===== src/rtl/gpu_pkg.sv =====
// Shared constants and types for the SPI mode controller.
package gpu_pkg;

  // Default colour register width (RGB222)
  localparam int unsigned COLOR_W_DEF = 6;

  // Command opcodes carried in byte[7:6]
  localparam logic [1:0] OP_MODE   = 2'b00;
  localparam logic [1:0] OP_FG     = 2'b01;
  localparam logic [1:0] OP_BG     = 2'b10;
  localparam logic [1:0] OP_COMMIT = 2'b11;

  // Reset values; colours are given as a fill bit so they scale with COLOR_W
  localparam logic [1:0] MODE_RESET    = 2'b00;
  localparam logic       FG_RESET_FILL = 1'b1;
  localparam logic       BG_RESET_FILL = 1'b0;

  typedef enum logic [1:0] {
    StIdle,
    StShift,
    StDecode
  } spi_state_e;

endpackage


===== src/rtl/sync_ff.sv =====
// Multi-flop synchronizer for a single asynchronous input bit.
module sync_ff #(
  parameter int unsigned STAGES    = 2,
  parameter logic        RESET_VAL = 1'b0
) (
  input  logic clk,
  input  logic reset,
  input  logic d,
  output logic q
);

  logic [STAGES-1:0] ff_q;

  // Shift the input through the flop chain; reset to the idle level
  always_ff @(posedge clk) begin
    if (reset) begin
      ff_q <= {STAGES{RESET_VAL}};
    end else begin
      ff_q <= {ff_q[STAGES-2:0], d};
    end
  end

  assign q = ff_q[STAGES-1];

endmodule


===== src/rtl/spi_mode_ctrl.sv =====
// SPI mode-0 slave receiving mode/colour commands into shadow registers,
// committed to the active outputs on frame_start or a commit opcode.
// Optional feature: define SPI_MISO_READBACK_EN to echo the previous byte on spi_miso.
module spi_mode_ctrl
  import gpu_pkg::*;
#(
  parameter int unsigned SYNC_STAGES = 2,
  parameter int unsigned COLOR_W     = COLOR_W_DEF
) (
  input  logic               clk,
  input  logic               reset,
  input  logic               spi_sck,
  input  logic               spi_mosi,
  input  logic               spi_cs_n,
  output logic               spi_miso,
  input  logic               frame_start,
  output logic [1:0]         mode_sel,
  output logic [COLOR_W-1:0] fg_color,
  output logic [COLOR_W-1:0] bg_color,
  output logic               cmd_strobe
);

  localparam logic [COLOR_W-1:0] FgReset = {COLOR_W{FG_RESET_FILL}};
  localparam logic [COLOR_W-1:0] BgReset = {COLOR_W{BG_RESET_FILL}};

  logic sck_s, mosi_s, cs_n_s;
  logic sck_prev_q;
  logic sck_rise;

  sync_ff #(.STAGES(SYNC_STAGES), .RESET_VAL(1'b0)) u_sync_sck (
    .clk   (clk),
    .reset (reset),
    .d     (spi_sck),
    .q     (sck_s)
  );

  sync_ff #(.STAGES(SYNC_STAGES), .RESET_VAL(1'b0)) u_sync_mosi (
    .clk   (clk),
    .reset (reset),
    .d     (spi_mosi),
    .q     (mosi_s)
  );

  sync_ff #(.STAGES(SYNC_STAGES), .RESET_VAL(1'b1)) u_sync_cs (
    .clk   (clk),
    .reset (reset),
    .d     (spi_cs_n),
    .q     (cs_n_s)
  );

  assign sck_rise = sck_s & ~sck_prev_q;

  spi_state_e         state_q, state_d;
  logic [2:0]         bit_cnt_q, bit_cnt_d;
  logic [7:0]         shift_q, shift_d;
  logic [1:0]         sh_mode_q, sh_mode_d;
  logic [COLOR_W-1:0] sh_fg_q, sh_fg_d;
  logic [COLOR_W-1:0] sh_bg_q, sh_bg_d;
  logic [1:0]         mode_q;
  logic [COLOR_W-1:0] fg_q, bg_q;
  logic               commit;

  // Receive FSM, command decode into shadow registers, commit request
  always_comb begin
    state_d   = state_q;
    bit_cnt_d = bit_cnt_q;
    shift_d   = shift_q;
    sh_mode_d = sh_mode_q;
    sh_fg_d   = sh_fg_q;
    sh_bg_d   = sh_bg_q;
    commit    = frame_start;
    unique case (state_q)
      StIdle: begin
        bit_cnt_d = 3'd0;
        if (!cs_n_s) state_d = StShift;
      end
      StShift: begin
        if (cs_n_s) begin
          // Partial byte is dropped; shadows untouched
          state_d   = StIdle;
          bit_cnt_d = 3'd0;
        end else if (sck_rise) begin
          shift_d   = {shift_q[6:0], mosi_s};
          bit_cnt_d = bit_cnt_q + 3'd1;
          if (bit_cnt_q == 3'd7) state_d = StDecode;
        end
      end
      StDecode: begin
        state_d = cs_n_s ? StIdle : StShift;
        unique case (shift_q[7:6])
          OP_MODE:   sh_mode_d = shift_q[1:0];
          OP_FG:     sh_fg_d   = COLOR_W'(shift_q[5:0]);
          OP_BG:     sh_bg_d   = COLOR_W'(shift_q[5:0]);
          OP_COMMIT: commit    = 1'b1;
        endcase
      end
      default: state_d = StIdle;
    endcase
  end

  // State, shadow and active registers; commit takes the post-write shadow values
  always_ff @(posedge clk) begin
    if (reset) begin
      state_q    <= StIdle;
      bit_cnt_q  <= 3'd0;
      shift_q    <= 8'h00;
      sck_prev_q <= 1'b0;
      sh_mode_q  <= MODE_RESET;
      sh_fg_q    <= FgReset;
      sh_bg_q    <= BgReset;
      mode_q     <= MODE_RESET;
      fg_q       <= FgReset;
      bg_q       <= BgReset;
    end else begin
      state_q    <= state_d;
      bit_cnt_q  <= bit_cnt_d;
      shift_q    <= shift_d;
      sck_prev_q <= sck_s;
      sh_mode_q  <= sh_mode_d;
      sh_fg_q    <= sh_fg_d;
      sh_bg_q    <= sh_bg_d;
      if (commit) begin
        mode_q <= sh_mode_d;
        fg_q   <= sh_fg_d;
        bg_q   <= sh_bg_d;
      end
    end
  end

  assign mode_sel   = mode_q;
  assign fg_color   = fg_q;
  assign bg_color   = bg_q;
  assign cmd_strobe = (state_q == StDecode);

`ifdef SPI_MISO_READBACK_EN
  logic       sck_fall;
  logic [7:0] last_q, tx_q;

  assign sck_fall = ~sck_s & sck_prev_q;

  // Readback shifter: load on CS fall or after a byte, shift on SCK falls within a byte.
  // The fall after the 8th rise sees bit_cnt_q == 0 and is skipped so a back-to-back
  // byte keeps its MSB.
  always_ff @(posedge clk) begin
    if (reset) begin
      last_q <= 8'h00;
      tx_q   <= 8'h00;
    end else if (state_q == StIdle && !cs_n_s) begin
      tx_q <= last_q;
    end else if (state_q == StDecode) begin
      last_q <= shift_q;
      tx_q   <= shift_q;
    end else if (state_q == StShift && sck_fall && bit_cnt_q != 3'd0) begin
      tx_q <= {tx_q[6:0], 1'b0};
    end
  end

  assign spi_miso = tx_q[7];
`else
  assign spi_miso = 1'b0;
`endif

endmodule


===== config.mk =====
export PLATFORM = sky130hd
export DESIGN_NAME = spi_mode_ctrl
export DESIGN_NICKNAME = d
export VERILOG_FILES = /design/src/rtl/gpu_pkg.sv /design/src/rtl/sync_ff.sv /design/src/rtl/spi_mode_ctrl.sv
export SDC_FILE = /design/constraint.sdc
export NUM_CORES = 1
export LEC_CHECK = 0
export ABC_CLOCK_PERIOD_IN_PS = 1790
export CAP_MARGIN = 20
export CELL_PAD_IN_SITES_DETAIL_PLACEMENT = 1
export CELL_PAD_IN_SITES_GLOBAL_PLACEMENT = 1
export CORE_MARGIN = 4
export CORE_UTILIZATION = 44
export CTS_CLUSTER_SIZE = 25
export DETAILED_ROUTE_END_ITERATION = 10
export GPL_TIMING_DRIVEN = 0
export PLACE_DENSITY = 0.84
export REMOVE_ABC_BUFFERS = 1
export SETUP_SLACK_MARGIN = 0.15
export SLEW_MARGIN = 20
export SYNTH_ARGS = -nofsm -noshare
export SYNTH_HDL_FRONTEND = slang
export SYNTH_SLANG_ARGS = --single-unit

===== constraint.sdc =====
create_clock -name clk -period 1.79 [get_ports clk]
set_input_delay 0.179 -clock clk [delete_from_list [all_inputs] [get_ports clk]]
set_output_delay 0.179 -clock clk [all_outputs]
set_load 0.01 [all_outputs]

==> results of run 1 <==
## worst min-delay path by stage
stage / depth (start not counted) / startpoint / slack (ns) / endpoint
after floorplan: 1 / reset / 0.25 / shift_q[0]$_SDFFE_PP0P_
after global placement: 1 / u_sync_cs.ff_q[0]$_SDFF_PP1_ / 0.40 / u_sync_cs.ff_q[1]$_SDFF_PP1_
after detailed placement: 1 / u_sync_cs.ff_q[0]$_SDFF_PP1_ / 0.41 / u_sync_cs.ff_q[1]$_SDFF_PP1_
after CTS: 2 / spi_mosi / 0.42 / u_sync_mosi.ff_q[0]$_SDFF_PP0_
after global routing: 2 / spi_mosi / 0.43 / u_sync_mosi.ff_q[0]$_SDFF_PP0_
final: 1 / u_sync_cs.ff_q[0]$_SDFF_PP1_ / 0.42 / u_sync_cs.ff_q[1]$_SDFF_PP1_
## worst reg2reg max path, cell delays in order (launching register included)
cell and delay, ns:
dfxtp_2 0.37, nor2b_4 0.21, a31o_4 0.34, nor2b_2 0.34
a21oi_1 0.12
## what timing repair did
| action | CTS | global route |
|---|---|---|
| setup endpoints to repair | 8 | 11 |
| gates cloned | 0 | 0 |
| gates resized for setup | 3 | 4 |
## cells in the mapped netlist
| cell type | count | area share (%) |
|---|---|---|
| nor3_1 | 6 | 1.8 |
| conb_1 | 1 | 0.22 |
| nand2_1 | 18 | 4.0 |
| or2_2 | 2 | 0.73 |
| and3b_1 | 2 | 1.0 |
| nor2_1 | 19 | 4.2 |
| a21oi_1 | 14 | 4.1 |
| nor2b_1 | 7 | 2.6 |
| nand2b_1 | 8 | 2.9 |
| buf_6 | 1 | 0.66 |
| nor4_1 | 1 | 0.37 |
| mux2i_1 | 15 | 8.8 |
| buf_1 | 1 | 0.22 |
| a22oi_1 | 2 | 0.88 |
| nor3b_1 | 1 | 0.44 |
| ha_1 | 2 | 1.5 |
| nor3b_2 | 1 | 0.73 |
| a31o_2 | 1 | 0.51 |
| o21bai_1 | 1 | 0.44 |
| buf_2 | 3 | 0.88 |
| a211oi_1 | 9 | 4.0 |
| dfxtp_1 | 48 | 56 |
| nor2b_4 | 1 | 0.81 |
| and2_1 | 1 | 0.37 |
| buf_4 | 2 | 0.88 |
| clkbuf_1 | 4 | 0.88 |
## power groups by stage
| stage | sequential (W) | combinational [W] | clock, W |
|---|---|---|---|
| global placement | 0.00111 | 0.0000788 | 0 |
| floorplan | 0.00112 | 0.0000277 | 0 |
| detailed placement | 0.00112 | 0.0000797 | 0 |
| global route | 0.00109 | 0.0000886 | 0.000733 |
| finish | 0.00109 | 0.0000804 | 0.000664 |
| CTS | 0.00109 | 0.0000816 | 0.000690 |
## metal layers
layer | routed length (um) | GRT usage, % | vias to the layer above
met5 | 0 | 0 | -
met4 | 43 | 5.74 | 0
met3 | 136 | 3.60 | 6
met2 | 1790 | 26.8 | 23
met1 | 1470 | 16.8 | 590
li1 | - | - | 607
## logic make-up after synthesis
group / after synthesis / synth area share (%)
adder cells (fa/ha/maj): 2 / 1.46
buffers and inverters: 11 / 3.52
AND/OR/NAND/NOR: 67 / 19.9
multiplexers: 15 / 8.79
AO/OA/AOI/OAI: 27 / 9.89
other: 1 / 0.220
flip-flops: 48 / 56.3
## layout make-up
class                      count  area, um^2
fill                         427        1700
timing repair buffer          20         198
tap                           48        60.1
sequential                    48         962
clock buffer                   7        96.3
multi-input combinational    112         702
## state kept, by name, indices dropped and copies added, names as in the netlist
| register | flops |
|---|---|
| sck_prev_q | 1 |
| state_q | 2 |
| shift_q | 8 |
| bg_color | 6 |
| fg_color | 6 |
| sh_bg_q | 6 |
| sh_mode_q | 2 |
| mode_sel | 2 |
| u_sync_sck.ff_q | 2 |
| bit_cnt_q | 3 |
| u_sync_mosi.ff_q | 2 |
| u_sync_cs.ff_q | 2 |
| sh_fg_q | 6 |
## through the flow
step	utilization, %	area, um^2	TNS [ns]	power [W]
2_1_floorplan	-	1650	0	0.00115
3_3_place_gp	51.3	1910	-10.18	0.00119
3_5_place_dp	51.2	1900	-0.0112	0.00120
4_1_cts	54.1	2010	0	0.00186
5_1_grt	54.3	2020	0	0.00191
6_report	54.3	2020	0	0.00183
## cell usage in the layout (no fill, tap or decap), types with 2 or more instances in the layout
cell type | netlist | routed
nor2b_1 | 7 | 6
nand2b_1 | 8 | 8
a22oi_1 | 2 | 2
clkbuf_8 | 0 | 7
a211oi_1 | 9 | 9
a21oi_1 | 14 | 14
nor3_1 | 6 | 6
nor2_1 | 19 | 19
and3b_2 | 0 | 2
clkdlybuf4s50_1 | 0 | 18
nand2_1 | 18 | 18
mux2i_1 | 15 | 15
or2_2 | 2 | 2
dfxtp_1 | 48 | 47
ha_1 | 2 | 2
==> out/qor.yml, run 1 <==
outcome: "completed"
io_buffer_count: 20
coreArea_um2: 3720
avgSynthCellArea_um2: 9.99
grt_max_degree: 50
ir_worst_vdd_mv: 0.594
layout-drive-gt1-share_pct: 9.63
wl_per_cell_um: 14.6
finalNonFillerCells: 235
p_leak_nw: 0.728
reg2reg_depth: 4
cap_viol_max_count: 0
required_ns: 1.96
dpl.hpwl_mm: 2.35
finalWorstSetupSlack_ns: 0.278
holdWs_ns: 0.416
vias: 1226
cp_slowest_cell: "dfxtp_2"
criticalPathCategory: "reg2reg"
ff2ff_setup_slack_ns: 0.28
dp.cells: 228
r2r_end: "fg_color[3]$_SDFFE_PP1P_"
hold_buffers: 0
tightest_slew_ns: 0.802
die_y_um: 70.3
setup_viol: 0
h-tree-depth: 2
endpoint_kind: "flip-flop"
root_buffer: "clkbuf_8"
post-place-ws_ns: -0.0112
grt_pass1_wl_mm: 5.82
antenna_left: 0
drv_slew: 0
synthToLayoutAreaGrowth_pct: 18.2
cts_buffer_depth: 2
netlist_area_um2: 1710
yosys_warnings: 0
hp-class: "reg2reg"
diodes: 0
fin_crit_ns: 1.51
drt-total-wl_mm: 3.44
vias_per_cell: 5.22
powerDensity_nw_per_um2: 909
crit_fanout: 23
dieArea_um2: 4940
hold_violations: 0
power_switching_w: 0.000369
grt_pass1_vias: 1230
remaining_drc_errors: 0
cts.sinks: 48
grt_antenna_before_repair: 0
crit_path_start: "state_q[1]$_SDFFE_PP0P_"
clk_pin_slew_worst_paths_ns: 0.08
cp.depth: 4
swShare_pct: 20.1
fmax_ghz: 0.662
sequentialPowerShare_pct: 59.4
grt_use_total_pct: 14.9
period_share_pct: 84.5
cts_tree: "done"
worst_r2r_startpoint: "state_q[1]$_SDFFE_PP0P_"
cp.arrival_ns: 1.68
fin_worst_skew_ns: 0.00382
critPathMaxStageDelay_ns: 0.37
drtIter0Drc: 87
grt-ovfl-total: 0
intPower_w: 0.00147
clock_latency_ns: 0.29
worstSetupEndpoint: "fg_color[3]$_SDFFE_PP1P_"
dr.pass1.iters: 4
nNetsFinal: 195
synth-seq-cells: 48
synthCells: 171
path_buf_inv: 0
clockPowerShare_pct: 36.2
cp_cell_sequence: "nor2b_4 -> a31o_4 -> nor2b_2 -> a21oi_1"
synth_cell_types: 26
gp_congestion: 0.712
slew_headroom_pct: 46.5
crit_family: "simple AND/OR/NAND/NOR gates"
std_cell_rows: 22
seq_area_frac_synth_pct: 56.3
ios: 22
postCtsSetupRepairBufs: 0
combPwrFrac_pct: 4.4
rsz0062_at_grt: "false"
worst_setup_path_start_kind: "flip-flop"
cts-buffers-inserted: 5
die_w_um: 70.3
start_util_pct: 46.0
(Power assumes the default switching activity.)
==> inputs of run 2 (changes only) <==
- ABC_CLOCK_PERIOD_IN_PS: 1790 -> 1480
- CORE_UTILIZATION: 44 -> 41
- PLACE_DENSITY: 0.84 -> 0.79
- clock period: 1.79 -> 1.48 ns (I/O delays scaled with it)
==> run 2 against run 1 <==
  * Critical path depth is the same
  * Via count is 4.6% higher
  * Die area increased by 6.5%
  * Highest routed layer unchanged
==> out/qor.yml, run 2 (synthesis gave the netlist of run 1 again) <==
outcome: "completed"
wl_met1_mm: 1.67
swShare_pct: 23.0
criticalPathCategory: "reg2reg"
tightest_slew_ns: 0.818
synthToLayoutAreaGrowth_pct: 23.2
fill_cells: 450
seq_area_um2: 966
grt_pass1_vias: 1303
drt-total-wl_mm: 3.86
dp.cells: 230
die_y_um: 72.5
intPower_w: 0.00174
largest_reg_flops: 8
powerDensity_nw_per_um2: 1070
crit_family: "simple AND/OR/NAND/NOR gates"
grt_use_total_pct: 15.9
required_ns: 1.64
die_w_um: 72.5
fin_area_um2: 2100
holdWs_ns: 0.400
clockPowerShare_pct: 37.0
gp_congestion: 0.738
grt_antenna_before_repair: 0
endpoint_kind: "flip-flop"
period_share_pct: 92.6
finalNonFillerCells: 244
p_leak_nw: 0.804
post-place-ws_ns: -0.293
power_switching_w: 0.000518
slew_headroom_pct: 45.5
cts-buffers-inserted: 5
rsz0062_at_grt: "true"
crit_fanout: 6
drv_slew: 0
sequentialPowerShare_pct: 58.5
layout-drive-gt1-share_pct: 19.6
path_buf_inv: 0
dpl.hpwl_mm: 2.35
wl_per_cell_um: 15.8
remaining_drc_errors: 0
start_util_pct: 42.4
combPwrFrac_pct: 4.5
std_cell_rows: 23
dpl-instance-area_um2: 1910
h-tree-depth: 2
vias: 1282
nNetsFinal: 201
hp-class: "in2reg"
maxUsedRoutingLayer: "met4"
grt_max_degree: 50
ir_worst_vdd_mv: 0.639
critPathMaxStageDelay_ns: 0.33
vias_per_cell: 5.25
cp_slowest_cell: "dfxtp_2"
dr.pass1.iters: 4
mostFrequentLayoutCells: "dfxtp_1 (44), nor2_1 (19), nand2_1 (17)"
fin_worst_skew_ns: 0.00656
cts_buffer_depth: 2
cap_viol_max_count: 0
fin_crit_ns: 1.37
grt-ovfl-total: 0
antenna_left: 0
wl_met3_um: 177
hold_buffers: 0
dieArea_um2: 5260
clock_latency_ns: 0.30
clk_pin_slew_worst_paths_ns: 0.09
drtIter0Drc: 68
setup_viol: 0
worst_setup_path_start_kind: "flip-flop"
grt_pass1_wl_mm: 6.37
coreArea_um2: 4030
io_buffer_count: 20
finalWorstSetupSlack_ns: 0.109
multi_input_area_um2: 779
regMostFlops: "shift_q"
diodes: 0
root_buffer: "clkbuf_8"
cts_tree: "done"
hold_violations: 0
cp_cell_sequence: "nor2b_4 -> and3b_2 -> mux2i_1 -> a211oi_1"
fmax_ghz: 0.729
final_common_cell: "dfxtp_1"
dr_wl_met2_mm: 1.95
ios: 22
cts.sinks: 48
power_w: 0.00225
cp.arrival_ns: 1.53
==> run 2: cell types whose count changed in the layout (fill, tap and decap cells not counted), moves of 2 or more <==
cell             delta
mux2i_2             +5
dlygate4sd2_1      +13
and2_4              +2
dfxtp_2             +3
clkdlybuf4s50_1    -14
dfxtp_1             -3
buf_4               +3
nor3b_4             +2
a31o_2              +2
mux2i_1             -5
==> run 2: cell type report <==
class                   count  area share, %
flip-flops and latches     48           45.9
multi-input cells         115           37.1
repair buffers             23           9.46
clock buffers               6           3.93
well taps                  50           2.97
clock inverters             2          0.654
==> run 2: path summary, 6_finish.rpt <==
check                                     from                            to  slack [ns]  depth (start not counted)
setup / recovery       state_q[1]$_SDFFE_PP0P_      bg_color[0]$_SDFFE_PP0P_        0.11                          4
setup reg to reg       state_q[1]$_SDFFE_PP0P_      bg_color[0]$_SDFFE_PP0P_        0.11                          4
hold reg to reg   u_sync_cs.ff_q[0]$_SDFF_PP1_  u_sync_cs.ff_q[1]$_SDFF_PP1_        0.44                          1
hold / removal                        spi_cs_n  u_sync_cs.ff_q[0]$_SDFF_PP1_        0.40                          2
==> run 2: per-layer routing <==
metal | up-vias | track usage (%)
li1 | 624 | -
met1 | 628 | 18.6
met2 | 25 | 27.6
met3 | 5 | 4.43
met4 | 0 | 5.53
met5 | - | 0
==> run 2: power groups by stage <==
stage / sequential, W / combinational (W) / clock, W
after floorplan: 0.00135 / 0.0000335 / 0
after global placement: 0.00135 / 0.0000953 / 0
after detailed placement: 0.00135 / 0.0000972 / 0
after CTS: 0.00132 / 0.000101 / 0.000853
after global routing: 0.00132 / 0.000111 / 0.000919
final: 0.00132 / 0.000101 / 0.000835
==> run 2: per-stage QoR <==
stage | setup TNS [ns] | utilization (%)
2_1_floorplan | 0 | -
3_3_place_gp | -23.64 | 47.4
3_5_place_dp | -2.71 | 47.3
4_1_cts | 0 | 51.1
5_1_grt | 0 | 52.2
6_report | 0 | 52.2
==> run 2: timing repair <==
item | CTS | global route
resized for setup | 28 | 12
endpoints found under the setup margin | 53 | 37
buffers inserted | 3 | 0
pin swaps | 4 | 6
gates cloned | 2 | 1
